## config.mk

```make
export PLATFORM = sky130hd
export DESIGN_NAME = if_fetch_ctrl
export DESIGN_NICKNAME = d
export VERILOG_FILES = /design/src/rtl/if_fetch_ctrl.sv
export SDC_FILE = /design/constraint.sdc
export NUM_CORES = 1
export LEC_CHECK = 0
export ABC_AREA = 1
export BUFFER_PORTS_ARGS = -buffer_cell sky130_fd_sc_hd__buf_2
export CAP_MARGIN = 20
export CORE_MARGIN = 1.5
export CORE_UTILIZATION = 30
export CTS_BUF_LIST = sky130_fd_sc_hd__clkbuf_16
export DETAILED_ROUTE_END_ITERATION = 12
export PLACE_DENSITY = 0.54
export SYNTH_ARGS = -nofsm -noshare
export SYNTH_HDL_FRONTEND = slang
export SYNTH_SLANG_ARGS = --single-unit
```

## constraint.sdc

```tcl
create_clock -name clk -period 1.6 [get_ports clk]
set_clock_uncertainty 0.15 [all_clocks]
set_input_delay 0.24 -clock clk [delete_from_list [all_inputs] [get_ports clk]]
set_output_delay 0.24 -clock clk [all_outputs]
set_load 0.1 [all_outputs]
```

## src/rtl/if_fetch_ctrl.sv

```systemverilog
// rtl/if_fetch_ctrl.sv - IF stage front end: PC ownership, IF/ID capture, stall/redirect/flush, boot bubble, fault, perf counters.
// Instruction memory samples pc_out on the falling edge, so the word on `instruction` belongs to the current pc_out.
module if_fetch_ctrl #(
  parameter logic [31:0] RESET_PC  = 32'h0000_0000,
  parameter logic [31:0] NOP_INSTR = 32'h0000_0013,
  parameter int          CNT_W     = 32
) (
  input  logic             clk,
  input  logic             reset,
  input  logic             stall,
  input  logic             redirect_valid,
  input  logic [31:0]      redirect_target,
  input  logic [31:0]      instruction,
  output logic [31:0]      pc_out,
  output logic [31:0]      ifid_pc,
  output logic [31:0]      ifid_pc_plus4,
  output logic [31:0]      ifid_instr,
  output logic             ifid_valid,
  output logic             fetch_fault,
  output logic [CNT_W-1:0] fetch_cnt,
  output logic [CNT_W-1:0] bubble_cnt
);

  typedef enum logic [1:0] {
    ST_BOOT  = 2'd0,
    ST_RUN   = 2'd1,
    ST_FAULT = 2'd2
  } state_t;

  state_t           r_state;
  logic [31:0]      r_pc;
  logic [31:0]      r_ifid_pc;
  logic [31:0]      r_ifid_pc_plus4;
  logic [31:0]      r_ifid_instr;
  logic             r_ifid_valid;
  logic             r_fetch_fault;
  logic [CNT_W-1:0] r_fetch_cnt;
  logic [CNT_W-1:0] r_bubble_cnt;

  logic             w_misaligned;
  assign w_misaligned = (redirect_target[1:0] != 2'b00);

  always_ff @(posedge clk) begin
    if (reset) begin
      r_state         <= ST_BOOT;
      r_pc            <= RESET_PC;
      r_ifid_pc       <= 32'h0000_0000;
      r_ifid_pc_plus4 <= 32'h0000_0004;
      r_ifid_instr    <= NOP_INSTR;
      r_ifid_valid    <= 1'b0;
      r_fetch_fault   <= 1'b0;
      r_fetch_cnt     <= '0;
      r_bubble_cnt    <= '0;
    end else begin
      case (r_state)
        // Memory output right after reset may still be stale, so insert one bubble.
        ST_BOOT: begin
          r_ifid_instr <= NOP_INSTR;
          r_ifid_valid <= 1'b0;
          r_bubble_cnt <= r_bubble_cnt + CNT_W'(1);
          r_state      <= ST_RUN;
        end
        ST_RUN: begin
          if (redirect_valid && w_misaligned) begin
            r_state       <= ST_FAULT;
            r_fetch_fault <= 1'b1;
            r_ifid_instr  <= NOP_INSTR;
            r_ifid_valid  <= 1'b0;
            r_bubble_cnt  <= r_bubble_cnt + CNT_W'(1);
          end else if (redirect_valid) begin
            // The word on `instruction` is wrong-path; flush it and overrule any stall.
            r_pc         <= {redirect_target[31:2], 2'b00};
            r_ifid_instr <= NOP_INSTR;
            r_ifid_valid <= 1'b0;
            r_bubble_cnt <= r_bubble_cnt + CNT_W'(1);
          end else if (!stall) begin
            r_ifid_pc       <= r_pc;
            r_ifid_pc_plus4 <= r_pc + 32'd4;
            r_ifid_instr    <= instruction;
            r_ifid_valid    <= 1'b1;
            r_pc            <= r_pc + 32'd4;
            r_fetch_cnt     <= r_fetch_cnt + CNT_W'(1);
          end
        end
        ST_FAULT: begin
          r_ifid_instr <= NOP_INSTR;
          r_ifid_valid <= 1'b0;
        end
        default: begin
          r_state       <= ST_FAULT;
          r_fetch_fault <= 1'b1;
          r_ifid_instr  <= NOP_INSTR;
          r_ifid_valid  <= 1'b0;
        end
      endcase
    end
  end

  assign pc_out        = r_pc;
  assign ifid_pc       = r_ifid_pc;
  assign ifid_pc_plus4 = r_ifid_pc_plus4;
  assign ifid_instr    = r_ifid_instr;
  assign ifid_valid    = r_ifid_valid;
  assign fetch_fault   = r_fetch_fault;
  assign fetch_cnt     = r_fetch_cnt;
  assign bubble_cnt    = r_bubble_cnt;

endmodule
```

# [After elaboration in Yosys (flattened, before gate mapping)]
# Index checks and enable logic that the tools add are counted.
[word_totals] out_inout_bits=194 wordCells=43 ff_bits=196 in_bits=68
[classes] addsub=3 muxes=9 n_reduce_logical=11 eq_ne=5 bitwise_logic=6
[op_table] cell="32-bit two-way mux" count=4
[op_table] cell="32-bit by 1-bit adder with 32-bit output, second input constant" count=2
[op_table] cell="32-bit one-hot mux with 2 select lines" count=1
[op_table] cell="32-bit by 3-bit adder with 32-bit output, second input constant" count=1
[op_table] cell="1-bit NOT" count=6
[op_table] cell="2-bit one-hot mux with 3 select lines" count=1
[op_table] cell="2-bit AND reduction" count=3
[op_table] cell="4-bit AND reduction" count=1
[op_table] cell="2-bit nonzero test" count=2
[op_table] cell="4-bit OR reduction" count=1
[op_table] cell="3-bit != test, second input constant" count=1
[op_table] cell="3-bit AND reduction" count=1
[op_table] cell="2-bit by 1-bit == test with 1-bit output, second input constant" count=1
[op_table] cell="2-bit == test, second input constant" count=1
[op_table] cell="2-bit logical NOT" count=1
[op_table] cell="2-bit two-way mux" count=1
[op_table] cell="2-bit by 1-bit != test with 1-bit output, second input constant" count=1
[op_table] cell="2-bit != test, second input constant" count=1
[op_table] cell="1-bit one-hot mux with 2 select lines" count=1
[op_table] cell="2-bit OR reduction" count=1
[op_table] cell="1-bit logical AND" count=1
[op_table] cell="1-bit two-way mux" count=1

# [Logic depth before layout (Yosys ltp)]
[logic_depth] ltp_word=4 mapped_depth=11 ltp_nobuf=10

# [Worst setup path after synthesis]
# OpenSTA, ideal clock, no wires.
[synth_path] path_kind="reg2reg" start="reg r_pc[3], in the netlist pc_out[3]" end="reg r_ifid_pc_plus4[26], in the netlist ifid_pc_plus4[26]" path_stages_with_launch=11 setup_time_ps=115 synth_period_minus_slack_ps=2503 arrival_time_ps=2238 path_buffers=0 setup_slack_ps=-903 required_ps=1335 cell_sequence="dfxtp_1 ha_1 nand2_1 nor2_2 nand2_2 nor2_4 nand2_1 nand2_1 nand2_1 o21ai_0 inv_1"
[synth_between] elab_chain_cells=1
[synth_rtl] item="start: declaration" line_no="31" rtl="logic [31:0] r_pc;"
[synth_rtl] item="start signal: assignment" line_no="72" rtl="r_pc <= {redirect_target[31:2], 2'b00};"
[synth_rtl] item="start signal: assignment" line_no="81" rtl="r_pc <= r_pc + 32'd4;"
[synth_rtl] item="32-bit by 3-bit adder with 32-bit output" line_no="78" rtl="r_ifid_pc_plus4 <= r_pc + 32'd4;"
[synth_rtl] item="end signal: assignment" line_no="78"
[synth_rtl] item="end: declaration" line_no="33" rtl="logic [31:0] r_ifid_pc_plus4;"
# No other way between the ends.
# A chain may end at the register's enable or synchronous reset.

# [Worst setup path after layout]
[layout_path] start="reg r_pc[3], in the netlist pc_out[3]" end="reg r_ifid_pc_plus4[30], in the netlist ifid_pc_plus4[30]"
# The elaborated chain is that of the path after synthesis.

==> summary.txt <==
Switching power of the nets - 4.53 mW
Worst reg2reg path startpoint - pc_out[3]$_SDFFE_PP0P_
Worst-case clock buffer depth - 2
Count of final hold-check violations - 0
Cell-by-cell trace of the critical path - ha_4, nand2_4, nor2_4, nand2_4, nor2_4, nand2_1, nand2_1, nand2_2, o21ai_1, inv_1
Global placer's final weighted congestion - 0.834
Diodes inserted - 0
Worst hold path cell count - 5
Clock transition at the register clock pins on the worst setup and hold paths after CTS - 70 ps
Run status - finished, violations left
GRT Total Usage - 19.8%
Netlist area before placement - 0.00902 sq mm
Top_reg_cell synth - sky130_fd_sc_hd__dfxtp_1
Sum of buffers and inverters on the critical path - 1
Internal Pwr Total - 8.04 mW
Mux share of post-synthesis cell area - 0%
Worst reg-to-reg path cell count - 10
Number of buffers inserted during clock tree synthesis - 17
Post-Place Cells - 2,024
Highest-delay cell along the critical path - sky130_fd_sc_hd__dfxtp_4
Total Routed Length - 32,400 um
Final standard cell count with taps included and fillers excluded - 2,148
Async set-reset flop share out of synthesis - 0%
Post-Route Setup TNS - -2650 ps
Delay of the slowest critical-path stage - 370 ps
Total power per unit cell area - 866 mW/mm^2
Setup slack of the critical path after layout - -175 ps
Sum of overflow across all layers after global routing - 0
Number of nets at the end of the flow - 1,816
Worst Path Required - 1780 ps
Portion of the post-synthesis area used by sequential elements - 42.1%
Post-synthesis simple-gate area fraction - 31.7%
Relative contribution of the clock network to total power - 32.9%
DRC violation count after routing - 0
Placeable core region - 0.0296 sq mm
Standard-cell rows - 63
CTS tree - done
Peak VDD IR - 0.754 mV
Critical path arrival - 1960 ps
Logic gate share of total power - 26.9%
Crit path max fanout - 7
F_max - 564 MHz
Standard cell area after detailed placement - 0.0119 sq mm
Mapped Avg Cell Area - 6.70 sq um
Antenna violations before repair - 0
Crit start category - flop
Die Span Y - 176 um
Routed vias - 10,100
DIE AREA - 0.0311 sq mm
Unique masters post-synth - 39
Unrepaired setup endpoints after global routing - yes
Overall Power - 12.6 mW
Type of element capturing the critical path - flop
Vias in the first global route - 9,365
Average routed wire per standard cell - 15.1 um
Switching power share of the total - 36.0%
DR iter-0 viols - 656
Via density per instance - 4.72
Max_cap viols - 0
Combinational family with the most area after synthesis - simple AND/OR/NAND/NOR gates
Synth-to-Final Area Change - 61.0%
LEAKAGE - 6.35 nW
Count of flip-flops with a built-in enable after synthesis - 0
Cell with the most instances after synthesis - sky130_fd_sc_hd__nand2_1
Initial Utilization - 30.5%
Crit share post-route - 111%
Top-area cell type share of the netlist area - 42.1%
Final Cell Area - 0.0145 sq mm
Later-pin clock latency in the skew report - 430 ps
Power share of the sequential group - 40.2%
Post-DP HPWL - 22,100 um
Maximum level of the CTS H-tree - 4
Total number of clock tree sinks - 190
FF+latch count, synth - 190
Die width - 176 um
Category of cells accounting for the largest share of critical-path delay - simple AND/OR/NAND/NOR gates
Cell depth of the worst setup path - 10
Number of input and output port buffers inserted - 255
Adder-cell area share of the yosys netlist - 0.416%
Top Ports - 262
CTS root buffer - sky130_fd_sc_hd__clkbuf_16
Cell accounting for the most synthesized area - sky130_fd_sc_hd__dfxtp_1
Number of optimization iterations in the first detailed-route pass - 7
Synthesized-area fraction occupied by ao, oa, aoi and oai cells - 14.5%
Fraction of final layout cells with drive strength greater than 1 - 38.2%
Reg-to-reg endpoint - ifid_pc_plus4[30]$_SDFFE_PP0P_
XOR/XNOR share of the synthesized area - 2.43%
Number of max-slew violations in the final report - 0
Worst Setup EP - ifid_pc_plus4[30]$_SDFFE_PP0P_
Warning count from the yosys run - 0
Synth top cells by count - sky130_fd_sc_hd__nand2_1, sky130_fd_sc_hd__nor2_1, sky130_fd_sc_hd__dfxtp_1
Endpoints failing setup - 38
Cell count after synthesis - 1,347
Synth area leaders - sky130_fd_sc_hd__dfxtp_1, sky130_fd_sc_hd__nand2_1, sky130_fd_sc_hd__nor2_1
Crit path launch - pc_out[3]$_SDFFE_PP0P_
Kind of critical path - flop to flop
Failing checks - negative setup slack
Kind of path behind the tightest hold check - input pin to flop
First-pass GRT wire length - 48,500 um
Count of antenna-violating nets left after detailed routing - 0
Reg-to-reg setup timing slack - -170 ps
Minimum clock period after layout - 1770 ps
Pin count of the biggest net entering global routing - 54
-- flip-flops by register name, summed over array words and instances (netlist names) --
signal	count
r_state	2
ifid_instr	32
bubble_cnt	32
ifid_pc_plus4	30
ifid_pc	30
fetch_fault	1
ifid_valid	1
pc_out	30
fetch_cnt	32
-- cell usage in the layout (no fill, tap or decap), types with 3 or more instances in the layout --
cell type	instances
sky130_fd_sc_hd__conb_1	6
sky130_fd_sc_hd__dfxtp_1	97
sky130_fd_sc_hd__inv_4	4
sky130_fd_sc_hd__clkinv_4	3
sky130_fd_sc_hd__clkinv_1	3
sky130_fd_sc_hd__nand3_2	22
sky130_fd_sc_hd__dfxtp_4	80
sky130_fd_sc_hd__clkbuf_4	27
sky130_fd_sc_hd__nor2_1	191
sky130_fd_sc_hd__dlygate4sd3_1	61
sky130_fd_sc_hd__a21oi_1	120
sky130_fd_sc_hd__buf_4	227
sky130_fd_sc_hd__nor3_1	6
sky130_fd_sc_hd__nor2_4	31
sky130_fd_sc_hd__nor2_2	21
sky130_fd_sc_hd__clkbuf_16	21
sky130_fd_sc_hd__nor3_2	4
sky130_fd_sc_hd__nand3_1	27
sky130_fd_sc_hd__buf_6	30
sky130_fd_sc_hd__nor3_4	4
sky130_fd_sc_hd__a21oi_2	7
sky130_fd_sc_hd__nand4_1	19
sky130_fd_sc_hd__nand2_4	9
sky130_fd_sc_hd__and2_1	6
sky130_fd_sc_hd__nand3_4	4
sky130_fd_sc_hd__o21ai_1	31
sky130_fd_sc_hd__o21ai_2	9
sky130_fd_sc_hd__inv_2	9
sky130_fd_sc_hd__xnor2_2	3
sky130_fd_sc_hd__xor2_2	8
sky130_fd_sc_hd__buf_12	18
sky130_fd_sc_hd__dfxtp_2	13
sky130_fd_sc_hd__xor2_1	12
sky130_fd_sc_hd__nand3b_1	3
sky130_fd_sc_hd__o21ai_0	76
sky130_fd_sc_hd__ha_4	3
sky130_fd_sc_hd__inv_1	123
sky130_fd_sc_hd__nand2_1	296
sky130_fd_sc_hd__nand2_2	34
sky130_fd_sc_hd__buf_2	68
-- metal layers --
metal	track usage [%]	part of all wire (%)	vias up
met1	24.9	44	4735
met2	33.2	48	279
met3	4.05	5.5	48
met5	0	0	-
li1	-	-	5074
met4	7.27	2.5	0
-- per-stage QoR --
stage                     hold WS (ps)  utilization [%]  setup slack, ps
after floorplan                    216                -             -198
after global placement             287             40.1             -203
after detailed placement           289             40.1             -221
after CTS                         71.5             46.2             -107
after global routing               133             49.0             -252
final                              105             49.0             -175
-- tightest hold or removal path: stages --
cell and delay (ps):
sky130_fd_sc_hd__buf_2 110, sky130_fd_sc_hd__nand2_1 50, sky130_fd_sc_hd__o21ai_0 60, sky130_fd_sc_hd__o21ai_1 70, sky130_fd_sc_hd__a21oi_1 110
-- worst min path at each step --
stage,endpoint,slack (ps),start
after floorplan,ifid_instr[0]$_SDFFE_PP1N_,220,instruction[0]
final,pc_out[2]$_SDFFE_PP0P_,100,redirect_target[2]
after detailed placement,ifid_pc_plus4[2]$_SDFFE_PP1P_,290,ifid_pc_plus4[2]$_SDFFE_PP1P_
after CTS,pc_out[2]$_SDFFE_PP0P_,70,redirect_target[2]
after global placement,ifid_pc_plus4[2]$_SDFFE_PP1P_,290,ifid_pc_plus4[2]$_SDFFE_PP1P_
after global routing,ifid_instr[1]$_SDFFE_PP1N_,130,reset
-- power by group through the flow --
stage	clock network, mW	registers, mW	logic (mW)
floorplan	0	6.55	0.714
global placement	0	5.14	2.88
detailed placement	0	5.14	2.89
CTS	4.27	5.04	3.17
global route	4.47	5.08	3.54
finish	4.13	5.06	3.38
-- timing repair --
item / CTS / global route
pin swaps: 32 / 69
setup endpoints to repair: 261 / 160
buffers inserted: 8 / 19
hold endpoints to repair: 61 / 0
gates resized for setup: 205 / 174
hold buffers: 61 / 0
cloned: 1 / 4
-- cell families (layout without fill, tap and decap cells) --
| kind of cell | after synthesis | after routing |
|---|---|---|
| compound gates | 253 | 253 |
| xor+xnor | 25 | 25 |
| fa+ha+maj | 3 | 3 |
| buf+inv | 194 | 599 |
| flops | 190 | 190 |
| other cells | 1 | 6 |
| simple gates | 681 | 682 |
-- cell type report --
cell class | count | area, sq um
sequential | 190 | 4120
multi-input combinational | 969 | 5220
inverter | 133 | 519
fill | 2930 | 15100
clock inverter | 14 | 103
tap | 390 | 488
clock buffer | 18 | 450
timing repair buffer | 434 | 3630
Note: power is estimated with default switching activity, not from simulation.
